File: src/rtl/tiniest_gpu_pkg.sv
// tiniest_gpu_pkg: shared types and constants for the GPU front end.
package tiniest_gpu_pkg;
    typedef enum logic [1:0] {IA_IDLE, IA_PAYLOAD, IA_CHECK, IA_DONE} ia_state_t;
    localparam logic [7:0] IA_SYNC_BYTE      = 8'hA5;
    localparam int         IA_PAYLOAD_LEN    = 55;
    localparam int         IA_TIMEOUT_CYCLES = 20000;
    localparam logic [5:0] IA_IDX_PAD        = 6'd50;
    localparam logic [5:0] IA_IDX_LAST       = 6'd54;
    // register-file decode: three triangle vertices, light, matrix, pad, control
    localparam logic [5:0] IA_IDX_TRI0_BASE  = 6'd0;
    localparam logic [5:0] IA_IDX_TRI1_BASE  = 6'd9;
    localparam logic [5:0] IA_IDX_TRI2_BASE  = 6'd18;
    localparam logic [5:0] IA_IDX_LIGHT_BASE = 6'd27;
    localparam logic [5:0] IA_IDX_MAT_BASE   = 6'd33;
    localparam logic [5:0] IA_IDX_CTRL_BASE  = 6'd51;
endpackage

File: src/rtl/ia_timeout.sv
// ia_timeout: saturating inter-byte timer; clear reloads zero, expired holds at CYCLES-1.
module ia_timeout #(
    parameter int CYCLES = 20000
) (
    input  logic clk,
    input  logic rst_n,
    input  logic clear_i,
    input  logic enable_i,
    output logic expired_o
);
    localparam int W = $clog2(CYCLES);
    localparam logic [W-1:0] LIMIT = W'(CYCLES - 1);
    logic [W-1:0] timer_q, timer_d;
    assign expired_o = timer_q == LIMIT;
    always_comb timer_d = clear_i ? '0 : (enable_i && !expired_o) ? timer_q + W'(1) : timer_q;
    always_ff @(posedge clk) begin
        if (!rst_n) timer_q <= '0;
        else        timer_q <= timer_d;
    end
endmodule

File: src/rtl/input_assembler.sv
// input_assembler: locks onto a sync byte and turns UART bytes into register-write strobes.
// Define IA_CHECKSUM_EN to require a trailing 8-bit payload sum byte per frame.
module input_assembler
    import tiniest_gpu_pkg::*;
#(
    parameter logic [7:0] SYNC_BYTE      = IA_SYNC_BYTE,
    parameter int         PAYLOAD_LEN    = IA_PAYLOAD_LEN,
    parameter int         TIMEOUT_CYCLES = IA_TIMEOUT_CYCLES
) (
    input  logic       clk,
    input  logic       rst_n,
    input  logic [7:0] rx_data,
    input  logic       rx_done,
    output logic [7:0] byte_out,
    output logic [5:0] idx,
    output logic       update_reg,
    output logic       pc_ready,
    output logic       busy,
    output logic       err
);
    localparam logic [5:0] LAST = 6'(PAYLOAD_LEN - 1);
`ifdef IA_CHECKSUM_EN
    localparam ia_state_t AFTER_LAST = IA_CHECK;
`else
    localparam ia_state_t AFTER_LAST = IA_DONE;
`endif
    ia_state_t  state_q, state_d;
    logic [5:0] count_q, count_d, idx_q, idx_d;
    logic [7:0] byte_q, byte_d;
    logic       upd_q, upd_d, pc_q, pc_d, err_q, err_d;
    logic       in_frame, expired, timeout, start, wr, wr_last, sum_ok, bad;
    assign in_frame = state_q == IA_PAYLOAD || state_q == IA_CHECK;
    assign timeout  = in_frame && !rx_done && expired;
    // DONE accepts a sync exactly like IDLE so back-to-back frames lose no byte
    assign start    = rx_done && rx_data == SYNC_BYTE && (state_q == IA_IDLE || state_q == IA_DONE);
    assign wr       = rx_done && state_q == IA_PAYLOAD;
    assign wr_last  = wr && count_q == LAST;
    ia_timeout #(.CYCLES(TIMEOUT_CYCLES)) u_timeout (
        .clk      (clk),
        .rst_n    (rst_n),
        .clear_i  (rx_done || !in_frame),
        .enable_i (in_frame),
        .expired_o(expired)
    );
`ifdef IA_CHECKSUM_EN
    logic [7:0] sum_q, sum_d;
    logic       bad_q;
    assign sum_ok = rx_data == sum_q;
    assign bad    = bad_q;
    always_comb sum_d = start ? 8'd0 : wr ? sum_q + rx_data : sum_q;
    // mismatch is flagged one cycle late so err lines up with where pc_ready would land
    always_ff @(posedge clk) begin
        if (!rst_n) begin
            sum_q <= '0;
            bad_q <= 1'b0;
        end else begin
            sum_q <= sum_d;
            bad_q <= rx_done && state_q == IA_CHECK && !sum_ok;
        end
    end
`else
    assign sum_ok = 1'b1;
    assign bad    = 1'b0;
`endif
    always_ff @(posedge clk) begin
        if (!rst_n) state_q <= IA_IDLE;
        else        state_q <= state_d;
    end
    always_comb begin
        state_d = IA_IDLE;
        case (state_q)
            IA_IDLE, IA_DONE: state_d = start ? IA_PAYLOAD : IA_IDLE;
            IA_PAYLOAD:       state_d = timeout ? IA_IDLE : wr_last ? AFTER_LAST : IA_PAYLOAD;
            IA_CHECK:         state_d = timeout || (rx_done && !sum_ok) ? IA_IDLE : rx_done ? IA_DONE : IA_CHECK;
            default:          state_d = IA_IDLE;
        endcase
    end
    always_comb busy = state_q != IA_IDLE;
    always_comb begin
        count_d = start ? 6'd0 : wr ? count_q + 6'd1 : count_q;
        upd_d   = wr;
        byte_d  = wr ? rx_data : byte_q;
        idx_d   = wr ? count_q : idx_q;
        pc_d    = state_q == IA_DONE;
        err_d   = timeout || bad;
    end
    always_ff @(posedge clk) begin
        if (!rst_n) begin
            count_q <= '0;
            idx_q   <= '0;
            byte_q  <= '0;
            upd_q   <= 1'b0;
            pc_q    <= 1'b0;
            err_q   <= 1'b0;
        end else begin
            count_q <= count_d;
            idx_q   <= idx_d;
            byte_q  <= byte_d;
            upd_q   <= upd_d;
            pc_q    <= pc_d;
            err_q   <= err_d;
        end
    end
    assign byte_out   = byte_q;
    assign idx        = idx_q;
    assign update_reg = upd_q;
    assign pc_ready   = pc_q;
    assign err        = err_q;
endmodule

File: config.mk
export PLATFORM = sky130hd
export DESIGN_NAME = input_assembler
export DESIGN_NICKNAME = d
export VERILOG_FILES = /design/src/rtl/tiniest_gpu_pkg.sv /design/src/rtl/ia_timeout.sv /design/src/rtl/input_assembler.sv
export SDC_FILE = /design/constraint.sdc
export NUM_CORES = 1
export LEC_CHECK = 0
export ABC_CLOCK_PERIOD_IN_PS = 2600
export BUFFER_PORTS_ARGS = -buffer_cell sky130_fd_sc_hd__buf_2
export CELL_PAD_IN_SITES_DETAIL_PLACEMENT = 1
export CELL_PAD_IN_SITES_GLOBAL_PLACEMENT = 1
export CORE_ASPECT_RATIO = 0.6
export CORE_MARGIN = 2
export CORE_UTILIZATION = 44
export CTS_CLUSTER_DIAMETER = 100
export DETAILED_ROUTE_END_ITERATION = 10
export GPL_TIMING_DRIVEN = 0
export PLACE_DENSITY_LB_ADDON = 0.2
export SETUP_SLACK_MARGIN = 0.05
export SYNTH_ARGS = -nofsm -noshare
export SYNTH_HDL_FRONTEND = slang
export SYNTH_SLANG_ARGS = --single-unit
File: constraint.sdc
create_clock -name clk -period 2.6 [get_ports clk]
set_input_delay 0.13 -clock clk [delete_from_list [all_inputs] [get_ports clk]]
set_output_delay 0.13 -clock clk [all_outputs]
set_load 0.01 [all_outputs]
==> results of run 1 <==
==> worst min-delay path by stage <==
stage	slack, ns	to	depth (start not counted)	startpoint
final	0.09	byte_out[7]$_SDFFE_PN0N_	3	rx_data[7]
after global placement	0.38	byte_out[0]$_SDFFE_PN0N_	3	rx_data[0]
after detailed placement	0.39	byte_out[3]$_SDFFE_PN0N_	3	rx_data[3]
after floorplan	0.25	pc_ready$_SDFF_PN0_	1	rst_n
after global routing	0.09	byte_out[7]$_SDFFE_PN0N_	3	rx_data[7]
after CTS	0.09	byte_out[7]$_SDFFE_PN0N_	3	rx_data[7]
==> power by group through the flow <==
stage	Combinational (uW)	Sequential [uW]	Clock, uW
after floorplan	5.76	627	0
after global placement	18.7	627	0
after detailed placement	19.2	627	0
after CTS	19.5	612	438
after global routing	21.5	612	462
final	19.6	612	428
==> critical path: stages, from the launching register on <==
cell and delay, ns:
dfxtp_1 0.38, inv_1 0.08, ha_1 0.28, buf_2 0.20, nand4_1 0.37, or4_1 0.59, a21oi_1 0.14
==> cells by family after synthesis <==
group / Yosys count / share of synthesized area [%]
simple gates: 95 / 28.2
buf+inv: 15 / 3.58
fa+ha+maj: 7 / 5.12
compound gates: 33 / 10.2
flops: 40 / 46.8
xor+xnor: 12 / 6.14
==> through the flow <==
stage | worst slack, ns | power (uW)
after detailed placement | 0.526 | 646
after global placement | 0.609 | 645
final | 0.486 | 1060
after global routing | 0.244 | 1100
after CTS | 0.499 | 1070
after floorplan | 0.862 | 632
==> area by class of cell <==
class | count | area, um2
Buffer | 8 | 35.0
Clock buffer | 8 | 90.1
Fill cell | 480 | 1700
Inverter | 7 | 26.3
Multi-Input combinational cell | 147 | 850
Sequential cell | 40 | 801
Tap cell | 47 | 58.8
Timing Repair Buffer | 28 | 140
==> layer usage <==
layer	routed length, um	global-route usage, %	vias to the layer above
met4	49	5.56	0
met3	189	5.51	6
met1	2240	29.5	743
li1	-	-	765
met5	0	0	-
met2	1800	32.8	36
==> layout by cell type, fill, tap and decap left out <==
| cell | n |
|---|---|
| dfxtp_1 | 40 |
| nand2_1 | 38 |
| buf_2 | 29 |
| a21oi_1 | 23 |
| nor2_1 | 17 |
| clkbuf_1 | 8 |
| nand4_1 | 8 |
| inv_1 | 7 |
| xnor2_1 | 7 |
| or3_1 | 7 |
| ha_1 | 7 |
| o21ai_0 | 6 |
| clkbuf_8 | 6 |
| nor4_1 | 5 |
| xor2_1 | 5 |
| nand3_1 | 4 |
| and2_1 | 3 |
| nor3_1 | 2 |
| and3_1 | 2 |
| and4b_1 | 2 |
| or2_2 | 1 |
| or4b_4 | 1 |
| nor4_2 | 1 |
| buf_4 | 1 |
| o31ai_1 | 1 |
| or4_1 | 1 |
| or4_4 | 1 |
| nor4b_1 | 1 |
| o211ai_1 | 1 |
| nand3_2 | 1 |
| a31oi_1 | 1 |
| a211oi_1 | 1 |
==> flow_summary.yaml, run 1 <==
clock_tree:
  post_cts_buffers: 0
  cts-root-buf: "clkbuf_8"
  cts_resized: 0
  clock_sinks: 40
  cts_buffers: 5
  clockBufferDepth: 2
  holdBufCountCts: 0
  clk_latency_ns: 0.29
  clkTransAtPathRegs_ns: 0.08
  cts.htree.levels: 2
  cts_tree: "yes"
global_routing:
  grt_pass1_vias: 1510
  grt_pass1_wl_um: 7290
  grt_max_degree: 12
  gr-total-overflow: 0
  antenna_found_initial: 0
  grt.total_usage_pct: 21.2
timing:
  finalSetupTns_ns: 0
  fin_hold_ws_ns: 0.0905
  period_share_pct: 81.3
  slew_headroom_pct: 68.9
  fmax_mhz: 473
  clock_skew_ns: 0.0110
  min_period_ns: 2.11
  worst_pin_slew_ns: 0.467
  report.final.hold_viol_count: 0
  setup_viol: 0
  slew_viol_final: 0
  rsz0062_at_grt: "false"
layout:
  stdcell_count: 285
  postLayoutCoreUtil_pct: 54.1
  syn_to_final_growth_pct: 16.9
  layout.nets: 255
  drive_gt1_share_pct: 17.2
  finalInstanceArea_mm2: 0.00200
  largest_register_ffs: 15
  top_register: "u_timeout.timer_q"
  diodes: 0
critical_path:
  worst-r2r-setup-slack_ns: 0.49
  rr_endpoint: "u_timeout.timer_q[5]$_SDFFE_PP0P_"
  cp.required_ns: 2.82
  reg2reg_from: "state_q[0]$_SDFF_PN0_"
  r2r_cells: 6
  critPathMaxFanout: 9
  crit_type: "flop to flop"
  cp-endpoint: "u_timeout.timer_q[5]$_SDFFE_PP0P_"
  worstSetupEndpointType: "flop"
  arrival_ns: 2.33
  start_kind: "flop"
  crit_start: "state_q[0]$_SDFF_PN0_"
drt:
  viasPerCell: 5.44
  vias: 1550
  firstDrtPassIters: 4
  routed_wl_um: 4280
  drtAntennaViolNets: 0
  drt_drc_violations_left: 0
  first_iter_violations: 65
  wl_per_cell_um: 15.0
pwr:
  pwr-share-comb_pct: 1.8
  p_sw_uw: 224
  power.density_mw_per_mm2: 530
  power.internal_uw: 836
  p_seq_share_pct: 57.8
  clkPwrFrac_pct: 40.4
  swShare_pct: 21.1
  irDropWorstVdd_v: 0.000384
  total_leakage_power_uw: 0.000736
synthesis:
  syn_area_mm2: 0.00171
  yosys-top-cells-area: "dfxtp_1, nand2_1, a21oi_1"
  syn_avg_cell_area_um2: 8.47
  synth_seq_cells: 40
  synth_cell_types: 31
  synthArstFlopShare_pct: 0
  synth.most_common_cell: "dfxtp_1"
  synth_top_area_cell: "dfxtp_1"
  yosys_most_used_dff: "dfxtp_1"
  synth_edf_count: 0
  yosys_warnings: 0
  synth_nets: 220
  synth_top_area_share_pct: 46.8
  syn_inst: 202
  netlist_top_cells_count: "dfxtp_1, nand2_1, a21oi_1"
  seq_area_frac_synth_pct: 46.8
placement:
  place_congestion: 0.844
  hpwl_um: 3310
  port_buffers: 28
  postPlaceCellArea_mm2: 0.00191
  dp_cells: 277
die:
  die_h_um: 52.3
  dieArea_mm2: 0.00442
  die_w_um: 84.5
  coreArea_mm2: 0.00370
  row_count: 17
  start_util_pct: 46.2
  io_pins: 29
worst_hold_path:
  hold_path_class: "input port to flop"
outcome:
  run_status: "complete, no violations"
job:
  max_cap_violations: 0
No activity file was read; power rests on OpenSTA's default activity.
==> run 2, diff against run 1 <==
Settings changed: ABC_CLOCK_PERIOD_IN_PS 2600 to 1800, CORE_UTILIZATION 44 to 37.
Clock period 2.6 ns to 1.8 ns, I/O delays scaled along.
==> run 2 against run 1 <==
Global-route usage down 4.8 points. Sequential cell count unchanged. Clock skew down 0.0039 ns. Power up 47%. Worst hold slack worse by 0.050 ns. Setup slack worse by 0.40 ns. Core utilization down 6.2 points. Sequential share of layout area down 2.8 points. Critical path depth down 1. Sequential power up 44%. Combinational power up 45%. First-iteration DRC count down 22%. Largest power group unchanged.
==> flow_summary.yaml, run 2 (synthesis gave the netlist of run 1 again) <==
clock_tree:
  cts-root-buf: "clkbuf_8"
  clkTransAtPathRegs_ns: 0.08
  clockBufferDepth: 2
  cts_buffers: 5
  clock_sinks: 40
  clk_latency_ns: 0.29
  cts.htree.levels: 2
  cts_tree: "yes"
drt:
  drt_drc_violations_left: 0
  routed_wl_um: 4260
  vias: 1535
  wl_met2_um: 1640
  highest_layer: "met4"
  wl_per_cell_um: 13.9
  firstDrtPassIters: 4
  drt-met1-wl_um: 2410
  first_iter_violations: 51
  viasPerCell: 5.00
  dr_wl_met3_um: 146
  drtAntennaViolNets: 0
pwr:
  irDropWorstVdd_v: 0.000447
  swShare_pct: 20.6
  p_sw_uw: 320
  pwr-share-comb_pct: 1.8
  power.density_mw_per_mm2: 720
  clkPwrFrac_pct: 41.3
  design_power_total_uw: 1560
  power.internal_uw: 1240
  total_leakage_power_uw: 0.000799
  p_seq_share_pct: 56.8
die:
  die_w_um: 91.8
  coreArea_mm2: 0.00452
  dieArea_mm2: 0.00520
  start_util_pct: 37.9
  io_pins: 29
  die_h_um: 56.7
  row_count: 19
layout:
  postLayoutCoreUtil_pct: 47.8
  syn_to_final_growth_pct: 26.2
  layout_common_cells: "nand2_1, dfxtp_1, buf_2"
  drive_gt1_share_pct: 27.5
  num-fill-cells: 562
  ff_latch_area_um2: 805
  multiInputGateArea_um2: 897
  top_register: "u_timeout.timer_q"
  finalInstanceArea_mm2: 0.00216
  layout.nets: 262
  largest_register_ffs: 15
  final_common_cell: "nand2_1"
  diodes: 0
outcome:
  run_status: "complete, no violations"
placement:
  port_buffers: 28
  pre_cts_slack_ns: -0.270
  hpwl_um: 3050
  place_congestion: 0.706
  postPlaceCellArea_mm2: 0.00193
timing:
  rsz0062_at_grt: "false"
  worst_pin_slew_ns: 0.480
  slew_viol_final: 0
  min_period_ns: 1.72
  setup_viol: 0
  fin_hold_ws_ns: 0.0409
  setup_slack_ns: 0.0846
  clock_skew_ns: 0.00714
  fmax_mhz: 583
  report.final.hold_viol_count: 0
  slew_headroom_pct: 68.0
  period_share_pct: 95.3
global_routing:
  grt_pass1_wl_um: 6620
  grt_pass1_vias: 1325
  antenna_found_initial: 0
  grt.total_usage_pct: 16.3
  grt_max_degree: 12
  gr-total-overflow: 0
critical_path:
  arrival_ns: 1.89
  cp.required_ns: 1.97
  start_kind: "flop"
  critPathMaxFanout: 5
  worstSetupEndpointType: "flop"
  crit_type: "flop to flop"
worst_hold_path:
  hold_path_class: "input port to flop"
job:
  max_cap_violations: 0
==> run 2: cell count changes in the layout (fill, tap and decap cells not counted), sizes merged <==
| cell | before | now |
|---|---|---|
| clkbuf | 14 | 11 |
| buf | 30 | 39 |
==> run 2: final cells by class <==
type / count / share of cell area, %
Multi-Input combinational cell: 147 / 41.5
Timing Repair Buffer: 37 / 9.61
Tap cell: 63 / 3.65
Buffer: 6 / 2.32
Clock buffer: 7 / 4.46
Inverter: 7 / 1.22
Sequential cell: 40 / 37.2
==> run 2: stage by stage <==
step / cells / TNS, ns
final: 307 / 0
after global routing: 307 / 0
after CTS: 305 / 0
after detailed placement: 293 / -2.80
after global placement: 293 / -2.22
after floorplan: 202 / 0
==> run 2: layer usage <==
metal  up-vias  GRT usage (%)
met2        29           20.4
met4         0           5.12
met3        10           4.83
met1       718           25.9
li1        778              -
met5         -              0
==> run 2: timing repair <==
| item | in CTS | in global routing |
|---|---|---|
| buffers inserted | 5 | 4 |
| pin swaps | 1 | 5 |
| setup endpoints to repair | 23 | 29 |
| resized for setup | 8 | 15 |
| hold buffers | 0 | 0 |
==> run 2: worst paths after layout <==
| kind | startpoint | endpoint | slack, ns | depth (start not counted) |
|---|---|---|---|---|
| worst max-delay path | u_timeout.timer_q[0]$_SDFFE_PP0P_ | state_q[0]$_SDFF_PN0_ | 0.08 | 5 |
| worst min register to register | idx[0]$_SDFFE_PN0N_ | idx[0]$_SDFFE_PN0N_ | 0.45 | 2 |
| worst min-delay path | rx_data[6] | byte_out[6]$_SDFFE_PN0N_ | 0.04 | 3 |
| worst max register to register | u_timeout.timer_q[0]$_SDFFE_PP0P_ | state_q[0]$_SDFF_PN0_ | 0.08 | 5 |
==> run 2: power by group through the flow <==
stage / clock [uW] / combinational [uW] / sequential (uW)
floorplan: 0 / 8.32 / 905
global placement: 0 / 28.1 / 905
detailed placement: 0 / 28.2 / 905
CTS: 667 / 28.5 / 884
global route: 706 / 31.6 / 884
finish: 643 / 28.5 / 884
==> run 2: critical path: stages, from the launching register on <==
cell and delay [ns]:
dfxtp_1 0.39, ha_2 0.24, nand4_1 0.18, or4_4 0.60
nand3_2 0.10, a31oi_1 0.08
==> run 3, diff against run 2 <==
Settings changed: PLACE_DENSITY_LB_ADDON 0.2 to 0.1.
==> run 3 against run 2 <==
Clock power fell by 4.7%. Final cell count up 2.6%. Clock skew is 0.0024 ns lower. Sequential cell count unchanged. Non-clock buffer count is 7 higher. First-iteration DRC count is 22% lower. Largest power group unchanged. Clock-buffer cell count up 1. Fmax is 1.2% lower. Sequential power barely moved.
==> flow_summary.yaml, run 3 (synthesis gave the netlist of run 1 again) <==
timing:
  rsz0062_at_grt: "true"
  report.final.hold_viol_count: 0
  slew_headroom_pct: 67.8
  period_share_pct: 96.4
  fin_hold_ws_ns: 0.0418
  clock_skew_ns: 0.00476
  setup_viol: 0
  slew_viol_final: 0
  worst_pin_slew_ns: 0.483
  min_period_ns: 1.74
  fmax_mhz: 576
global_routing:
  grt_max_degree: 12
  grt_pass1_vias: 1371
  gr-total-overflow: 0
  met2_usage_pct: 21.3
  grt.total_usage_pct: 16.9
  antenna_found_initial: 0
  grt_pass1_wl_um: 6840
  top_usage_layer: "met1"
  grt_use_met1_pct: 27.2
  grt_use_met3_pct: 4.16
drt:
  firstDrtPassIters: 4
  wl_per_cell_um: 14.4
  routed_wl_um: 4540
  drtAntennaViolNets: 0
  first_iter_violations: 40
  viasPerCell: 4.94
  vias: 1557
  drt_drc_violations_left: 0
layout:
  layout.nets: 269
  top_register: "u_timeout.timer_q"
  num-fill-cells: 562
  drive_gt1_share_pct: 29.4
  syn_to_final_growth_pct: 29.4
  layout_common_cells: "nand2_1, dfxtp_1, buf_2"
  multiInputGateArea_um2: 898
  ff_latch_area_um2: 811
  diodes: 0
  largest_register_ffs: 15
  final_common_cell: "nand2_1"
critical_path:
  cp.required_ns: 1.96
  worst-r2r-setup-slack_ns: 0.06
  start_kind: "flop"
  arrival_ns: 1.90
  critPathMaxFanout: 4
  worstSetupEndpointType: "flop"
  crit_type: "flop to flop"
pwr:
  design_power_total_uw: 1520
  irDropWorstVdd_v: 0.000300
  power.density_mw_per_mm2: 688
  total_leakage_power_uw: 0.000832
die:
  start_util_pct: 37.9
  dieArea_mm2: 0.00520
  die_w_um: 91.8
  die_h_um: 56.7
  io_pins: 29
  row_count: 19
  coreArea_mm2: 0.00452
worst_hold_path:
  hold_path_class: "input port to flop"
clock_tree:
  cts.htree.levels: 2
  clockBufferDepth: 2
  cts_tree: "yes"
  cts-root-buf: "clkbuf_8"
  clk_latency_ns: 0.29
  cts_buffers: 5
  clkTransAtPathRegs_ns: 0.08
  clock_sinks: 40
job:
  max_cap_violations: 0
placement:
  place_congestion: 0.747
  port_buffers: 28
  hpwl_um: 3060
outcome:
  run_status: "complete, no violations"
-- run 3: cell count changes in the layout (fill, tap and decap cells not counted), moves of 2 or more --
cell / before / now
buf_4: 9 / 14
clkbuf_1: 1 / 4
dfxtp_1: 37 / 34
dfxtp_2: 3 / 5
o21ai_0: 6 / 4
o21ai_1: 0 / 2
-- run 3: per-stage QoR --
step	instance area, um2	utilization (%)	std cells	setup TNS (ns)	worst slack, ns
finish	2210	49.0	315	0	0.0643
CTS	2070	45.8	303	0	0.0568
global route	2210	49.0	315	0	0.00881
detailed placement	1930	42.7	293	-2.93	-0.265
floorplan	1710	-	202	0	0.0618
global placement	1930	42.7	293	-2.36	-0.220
-- run 3: what timing repair did --
item	in CTS	in global routing
buffers inserted	3	12
gates cloned	0	1
endpoints found under the hold margin	0	0
hold buffers	0	0
setup endpoints to repair	24	26
pin swaps	2	8
gates resized for setup	10	17
-- run 3: layout make-up --
class	instances	area share (%)
multi-input cells	147	40.6
repair buffers	44	11.8
flip-flops and latches	40	36.6
clock buffers	8	4.07
well taps	63	3.56
plain buffers	6	2.20
inverters	7	1.19
-- run 3: final timing paths --
kind / cells past startpoint / start / to
worst max register to register: 4 / u_timeout.timer_q[13]$_SDFFE_PP0P_ / state_q[0]$_SDFF_PN0_
worst min-delay path: 3 / rx_data[5] / byte_out[5]$_SDFFE_PN0N_
worst min register to register: 2 / idx[3]$_SDFFE_PN0N_ / idx[3]$_SDFFE_PN0N_
worst max-delay path: 4 / u_timeout.timer_q[13]$_SDFFE_PP0P_ / state_q[0]$_SDFF_PN0_
-- run 3: where the power goes --
group	internal, uW	switching (uW)	total [uW]
clock	313	301	613
combinational	10.5	17.0	27.5
sequential	882	0.107	883
-- run 3: per-layer routing --
| layer | up-vias | share of wire [%] |
|---|---|---|
| li1 | 792 | - |
| met1 | 740 | 55 |
| met2 | 20 | 41 |
| met3 | 5 | 2.8 |
| met4 | 0 | 1.1 |
| met5 | - | 0 |
-- run 3: worst max-delay path, cell delays in order, from the launching register on --
cell and delay [ns]:
dfxtp_2 0.33, or4b_4 0.55, or4_4 0.54, nand3_2 0.10, a31oi_1 0.09
